--- config.mk ---
export PLATFORM = sky130hd
export DESIGN_NAME = serial_adder
export DESIGN_NICKNAME = d
export VERILOG_FILES = /design/src/rtl/serial_adder.sv
export SDC_FILE = /design/constraint.sdc
export NUM_CORES = 1
export LEC_CHECK = 0
export CELL_PAD_IN_SITES_DETAIL_PLACEMENT = 0
export CELL_PAD_IN_SITES_GLOBAL_PLACEMENT = 1
export CORE_MARGIN = 4
export CORE_UTILIZATION = 42
export CTS_CLUSTER_DIAMETER = 150
export DETAILED_ROUTE_END_ITERATION = 12
export PLACE_DENSITY = 0.81
export SETUP_SLACK_MARGIN = 0.2
export SKIP_CTS_REPAIR_TIMING = 1
export SYNTH_ARGS = -nofsm -noshare
export SYNTH_HDL_FRONTEND = slang
export SYNTH_SLANG_ARGS = --single-unit
--- constraint.sdc ---
create_clock -name clk -period 4.5 [get_ports clk]
set_input_delay 0.45 -clock clk [delete_from_list [all_inputs] [get_ports clk]]
set_output_delay 0.45 -clock clk [all_outputs]
set_load 0.02 [all_outputs]
--- src/rtl/serial_adder.sv ---
// serial_adder: bit-serial ripple adder, LSB first, one bit per clock.
// Two half-adder cells plus a carry flop form the full-adder slice.
// Valid/ready handshakes are used on both the operand side and the result side.
`timescale 1ns/1ps
module serial_adder #(
    parameter int WIDTH = 8
) (
    input  logic             clk,
    input  logic             rst_n,
    input  logic             in_valid,
    output logic             in_ready,
    input  logic [WIDTH-1:0] a,
    input  logic [WIDTH-1:0] b,
    input  logic             cin,
    output logic             out_valid,
    input  logic             out_ready,
    output logic [WIDTH-1:0] sum,
    output logic             cout,
    output logic             busy
);

    localparam int CNT_W = $clog2(WIDTH + 1);
    localparam logic [CNT_W-1:0] CNT_LAST = CNT_W'(WIDTH - 1);
    localparam logic [CNT_W-1:0] CNT_ONE  = CNT_W'(1);

    typedef enum logic [1:0] {
        ST_IDLE = 2'd0,
        ST_RUN  = 2'd1,
        ST_DONE = 2'd2
    } state_t;

    // Half-adder cell: returns {carry, sum}.
    function automatic logic [1:0] half_add(input logic x, input logic y);
        return {x & y, x ^ y};
    endfunction

    state_t           state_q, state_d;
    logic [WIDTH-1:0] a_sh_q, a_sh_d;
    logic [WIDTH-1:0] b_sh_q, b_sh_d;
    logic [WIDTH-1:0] sum_q, sum_d;
    logic             carry_q, carry_d;
    logic             cout_q, cout_d;
    logic [CNT_W-1:0] cnt_q, cnt_d;

    logic [1:0]       ha1_s;
    logic [1:0]       ha2_s;
    logic             bit_s;
    logic             carry_next_s;

    // First cell adds the operand bits; second cell folds in the running carry.
    assign ha1_s        = half_add(a_sh_q[0], b_sh_q[0]);
    assign ha2_s        = half_add(ha1_s[0], carry_q);
    assign bit_s        = ha2_s[0];
    assign carry_next_s = ha1_s[1] | ha2_s[1];

    // Next-state and datapath update for the IDLE/RUN/DONE sequence.
    always_comb begin
        state_d = state_q;
        a_sh_d  = a_sh_q;
        b_sh_d  = b_sh_q;
        sum_d   = sum_q;
        carry_d = carry_q;
        cout_d  = cout_q;
        cnt_d   = cnt_q;
        case (state_q)
            ST_IDLE: begin
                if (in_valid) begin
                    a_sh_d  = a;
                    b_sh_d  = b;
                    carry_d = cin;
                    cnt_d   = '0;
                    sum_d   = '0;
                    cout_d  = 1'b0;
                    state_d = ST_RUN;
                end else begin
                    state_d = ST_IDLE;
                end
            end
            ST_RUN: begin
                sum_d            = sum_q >> 1;
                sum_d[WIDTH-1]   = bit_s;
                carry_d          = carry_next_s;
                a_sh_d           = a_sh_q >> 1;
                b_sh_d           = b_sh_q >> 1;
                if (cnt_q == CNT_LAST) begin
                    // Counter is held here so it never passes WIDTH-1.
                    cout_d  = carry_next_s;
                    state_d = ST_DONE;
                end else begin
                    cnt_d   = cnt_q + CNT_ONE;
                    state_d = ST_RUN;
                end
            end
            ST_DONE: begin
                if (out_ready) begin
                    state_d = ST_IDLE;
                end else begin
                    state_d = ST_DONE;
                end
            end
            default: begin
                state_d = ST_IDLE;
            end
        endcase
    end

    // State and datapath registers with asynchronous clear.
    always_ff @(posedge clk or negedge rst_n) begin
        if (!rst_n) begin
            state_q <= ST_IDLE;
            a_sh_q  <= '0;
            b_sh_q  <= '0;
            sum_q   <= '0;
            carry_q <= 1'b0;
            cout_q  <= 1'b0;
            cnt_q   <= '0;
        end else begin
            state_q <= state_d;
            a_sh_q  <= a_sh_d;
            b_sh_q  <= b_sh_d;
            sum_q   <= sum_d;
            carry_q <= carry_d;
            cout_q  <= cout_d;
            cnt_q   <= cnt_d;
        end
    end

    assign in_ready  = (state_q == ST_IDLE);
    assign out_valid = (state_q == ST_DONE);
    assign busy      = (state_q == ST_RUN) || (state_q == ST_DONE);
    assign sum       = sum_q;
    assign cout      = cout_q;

endmodule

-- Yosys cells after proc, flatten, opt, wreduce, memory -nomap -nowiden
Cells that the tools add are included.
- register bits: 32
- bits in latches: 0
- memory bits (writable): 0
- ROM bits: 0
- word-level logic and storage cells: 43
- memories kept: 0
- add/subtract/negate cells: 1
- multipliers: 0
- divide/modulo/power cells: 0
- $lt $le $gt $ge: 0
- equal/unequal tests: 6
- shift operators: 0
- multiplexer cells: 18
- bitwise logic cells: 5
- reduce and logical (&&, ||, !) cells: 6
- operators with widths (operator ; count):
    $pmux W8 S2 ; 3
    $mux W8 ; 3
    $mux W4 ; 2
    $pmux W4 S2 ; 1
    $ne A2 B2 Y1 const B ; 3
    $pmux W2 S3 ; 1
    $reduce_and A3 Y1 ; 2
    $add A4 B1 Y4 const B ; 1
    $eq A4 B3 Y1 const B ; 1
    $mux W1 ; 4
    $mux W2 ; 2
    $pmux W1 S2 ; 2
    $and A1 B1 Y1 ; 2
    $eq A2 B1 Y1 const B ; 1
    $eq A2 B2 Y1 const B ; 1
    $logic_not A2 Y1 ; 1
    $reduce_and A2 Y1 ; 1
    $reduce_bool A2 Y1 ; 1
    $xor A1 B1 Y1 ; 2
    $logic_or A1 B1 Y1 ; 1
    $or A1 B1 Y1 ; 1

-- Logic depth before layout (Yosys ltp)
- depth in word-level cells: 5
- depth in mapped cells: 7
- depth with buffers taken out: 5

-- Worst setup path after synthesis
Ideal clock, no wire load.
- path type: register to register
- start point: register state_q[0]
- end point: register cnt_q[2]
- arrival: 1.525 ns
- data required time: 4.381 ns
- slack: 2.856 ns
- stages on the path, launching flop included: 8
- clock period less this slack: 1.644 ns
- cells stage by stage: dfrtp_1 > inv_1 > ha_1 > buf_6 > mux2_4 > buf_6 > a21oi_1 > nor2_1
- cells in the longest elaborated chain, start to end: 3
- elaborated cells between the ends (all ways): 7
- ends and longest elaborated chain (item ; line ; source):
    from (decl) ; 37 ; state_t state_q, state_d;
    from (signal assigned) ; 118 ; state_q <= state_d;
    $logic_not A2 Y1 * ; - ;
    via in_ready ; 11 ; output logic in_ready,
    $ne A2 B2 Y1 (no line) or $reduce_bool A2 Y1 (tied branches) ; - ;
    $reduce_and A3 Y1 (no line) ; - ;
    to (signal assigned) ; 124 ; cnt_q <= cnt_d;
    to (decl) ; 43 ; logic [CNT_W-1:0] cnt_q, cnt_d;
Mark *: on every way through the listed nets, which the timed path passes. The rest lies on a longest branch.
A chain may end at the register's enable or synchronous reset.

-- Final worst setup path
- start point: register state_q[0]
- end point: output port in_ready
- cells in the longest elaborated chain, start to end: 1
- ends and longest elaborated chain (item ; line ; source):
    $logic_not A2 Y1 ; 128 ; assign in_ready = (state_q == ST_IDLE);
    to (decl) ; 11 ;
Every way passes these cells.

==> results_dict.tcl <==
set metrics [dict create \
    layout.nets 220 \
    hold_violations 0 \
    drive_above_1_share_pct 5.67 \
    die_area_sq_um 4940 \
    timing.final.ws_setup_ps 2180 \
    final_antenna_net_count 0 \
    drc_errors 0 \
    yosysUniqueCellTypes 27 \
    dr_total_vias 1226 \
    maxCapViolCount 0 \
    syn_area_per_cell_sq_um 9.99 \
    firstDrtPassIters 4 \
    crit_required_ps 4050 \
    die_x_um 70.3 \
    track_usage_pct 14.9 \
    setup_tns_ps 0 \
    fp.coreArea_sq_um 3720 \
    grt_pass1_vias 1298 \
    rsz0062_at_grt "false" \
    io_pins 33 \
    finalWirelength_um 3140 \
    most-common-layout-cells "nand2_1, dfrtp_1, clkdlybuf4s50_1" \
    wire_per_inst_um 13.0 \
    synthesis.nets 190 \
    min_from "sum[0]" \
    cts.sinks 32 \
    dp_hpwl_um 2120 \
    crit_path_max_fanout 9 \
    reg2reg_depth 4 \
    synth.yosys.warnings 0 \
    finalSetupViolations 0 \
    peakVddDrop_mv 0.366 \
    clk_pin_slew_worst_paths_ps 60 \
    mostFrequentLayoutCell "nand2_1" \
    clock_skew_ps 1.83 \
    crit_buf_inv 2 \
    path_class "flop to primary output" \
    initial_core_util_pct 43.8 \
    grt-ovfl-total 0 \
    grt_antenna_before_repair 0 \
    clock-root-buffer "clkbuf_8" \
    cpMaxStageDelayCell "clkdlybuf4s50_1" \
    worst_slew_pin_slew_ps 1050 \
    powerDensity_nw_per_um2 654 \
    gp_congestion 0.776 \
    max_stage_delay_ps 690 \
    reg2reg_to "b_sh_q[0]" \
    setup.worst_path.start_class "flop" \
    worstReg2RegStart "state_q[1]" \
    hold-path-endpoint "sum[0]" \
    slew_viol_final 0 \
    ys_seq_area_share_pct 49.2 \
    endpoint_kind "primary output" \
    syn_area_sq_um 1630 \
    grt_pass1_wl_um 5840 \
    htree_num_levels 2 \
    diodes 0 \
    cts_buffers 5 \
    drt_first_iter_violations 64 \
    path_depth 3 \
    placementRows 22 \
    worstSkewPairLatency_ps 280 \
    place_ws_ps 2200 \
    cp.arrival_ps 1870 \
    p_leak_nw 0.965 \
    hold_class "flop to flop" \
    clk_path_buf_depth 2 \
    viasPerCell 5.07 \
    status "completed" \
    area_growth_pct 24.7 \
    r2r_slack_ps 2220 \
    portBuffers 32 \
    cts_tree "built" \
    netlist_instances 163 \
    fin_crit_ps 2320 \
    crit_family "buffers and inverters" \
    crit_chain "inv_1 > ha_1 > clkdlybuf4s50_1" \
    holdPathStages 2 \
    yosys_register_bits 32 \
    max_freq_mhz 431 \
    min_period_over_period_pct 51.5 \
    grt_max_degree 45 \
    slew_headroom_pct 28.2 \
    die_h_um 70.3 \
]
registers in the layout, summed over array words and instances, names as in the netlist:
signal,cells
carry_q,1
sum,8
state_q,2
b_sh_q,8
cout,1
a_sh_q,8
cnt_q,4
through the flow:
stage,hold WS (ps),utilization (%),power (mW),area [sq um],instances
final,464,54.6,1.33,2030,242
after global routing,504,54.6,1.45,2030,242
after CTS,469,54.6,1.35,2030,242
after detailed placement,455,51.7,1.07,1920,234
after global placement,450,51.7,1.04,1920,234
after floorplan,154,-,0.951,1630,163
cells by family after synthesis:
logic type,synth area share [%]
adders and majority gates,5.07
DFF,49.2
AOI/OAI and AO/OA,8.45
buffers and inverters,7.07
muxes,10.9
and+or+nand+nor,19.3
Yosys cell counts:
master    instances  area [sq um]
mux2i_4           1          22.5
ha_1              5          62.6
mux2i_1          14           140
fa_1              1          20.0
o21ai_0          18          90.1
a22oi_1           1          7.51
nand4b_1          2          17.5
and3b_1           1          8.76
nand3b_1          1          7.51
nand2_1          38           143
mux2_4            1          15.0
inv_1             5          18.8
buf_2             2          10.0
nor2b_1           4          25.0
a21oi_1           3          15.0
and3_1            1          6.26
buf_4             1          7.51
nand4_1           1          6.26
o211ai_1          1          7.51
o21ai_1           1          5.00
dfrtp_1          32           801
a31oi_1           2          12.5
nand3_1          15          75.1
nor2_1            3          11.3
nor3b_1           1          7.51
buf_6             7          78.8
nand2b_1          1          6.26
final cells by class:
| class | count | area, sq um |
|---|---|---|
| fillers | 349 | 1690 |
| flip-flops and latches | 32 | 801 |
| multi-input cells | 116 | 714 |
| repair buffers | 33 | 328 |
| clock buffers | 6 | 72.6 |
| well taps | 48 | 60.1 |
| clock inverters | 2 | 35.0 |
| inverters | 5 | 18.8 |
worst max-delay path by stage:
stage / endpoint / startpoint / slack, ps
after global routing: b_sh_q[0] / state_q[1] / 1860
final: in_ready / state_q[0] / 2180
after CTS: in_ready / state_q[0] / 2160
after detailed placement: b_sh_q[0] / state_q[1] / 2200
after floorplan: cnt_q[2] / state_q[0] / 2860
after global placement: a_sh_q[0] / in_valid / 2320
power breakdown:
group | switching [mW] | leakage [nW] | internal [mW]
Sequential | 0.0771 | 0.413 | 0.407
Clock | 0.103 | 0.0552 | 0.164
Combinational | 0.323 | 0.496 | 0.253
per-layer routing:
metal / part of all wire [%] / up-vias / wire [um] / track usage (%)
met5: 0 / - / 0 / 0
met4: 1.8 / 0 / 56 / 6.17
met3: 6.0 / 7 / 187 / 5.76
met2: 49 / 32 / 1540 / 24.7
met1: 43 / 580 / 1350 / 17.0
li1: - / 607 / - / -
worst min-delay path, stage by stage, from the launching register on:
cell and delay, ps:
dfrtp_1 340, nand2_1 50, nand2_1 50
No activity file was read; power rests on OpenSTA's default activity.
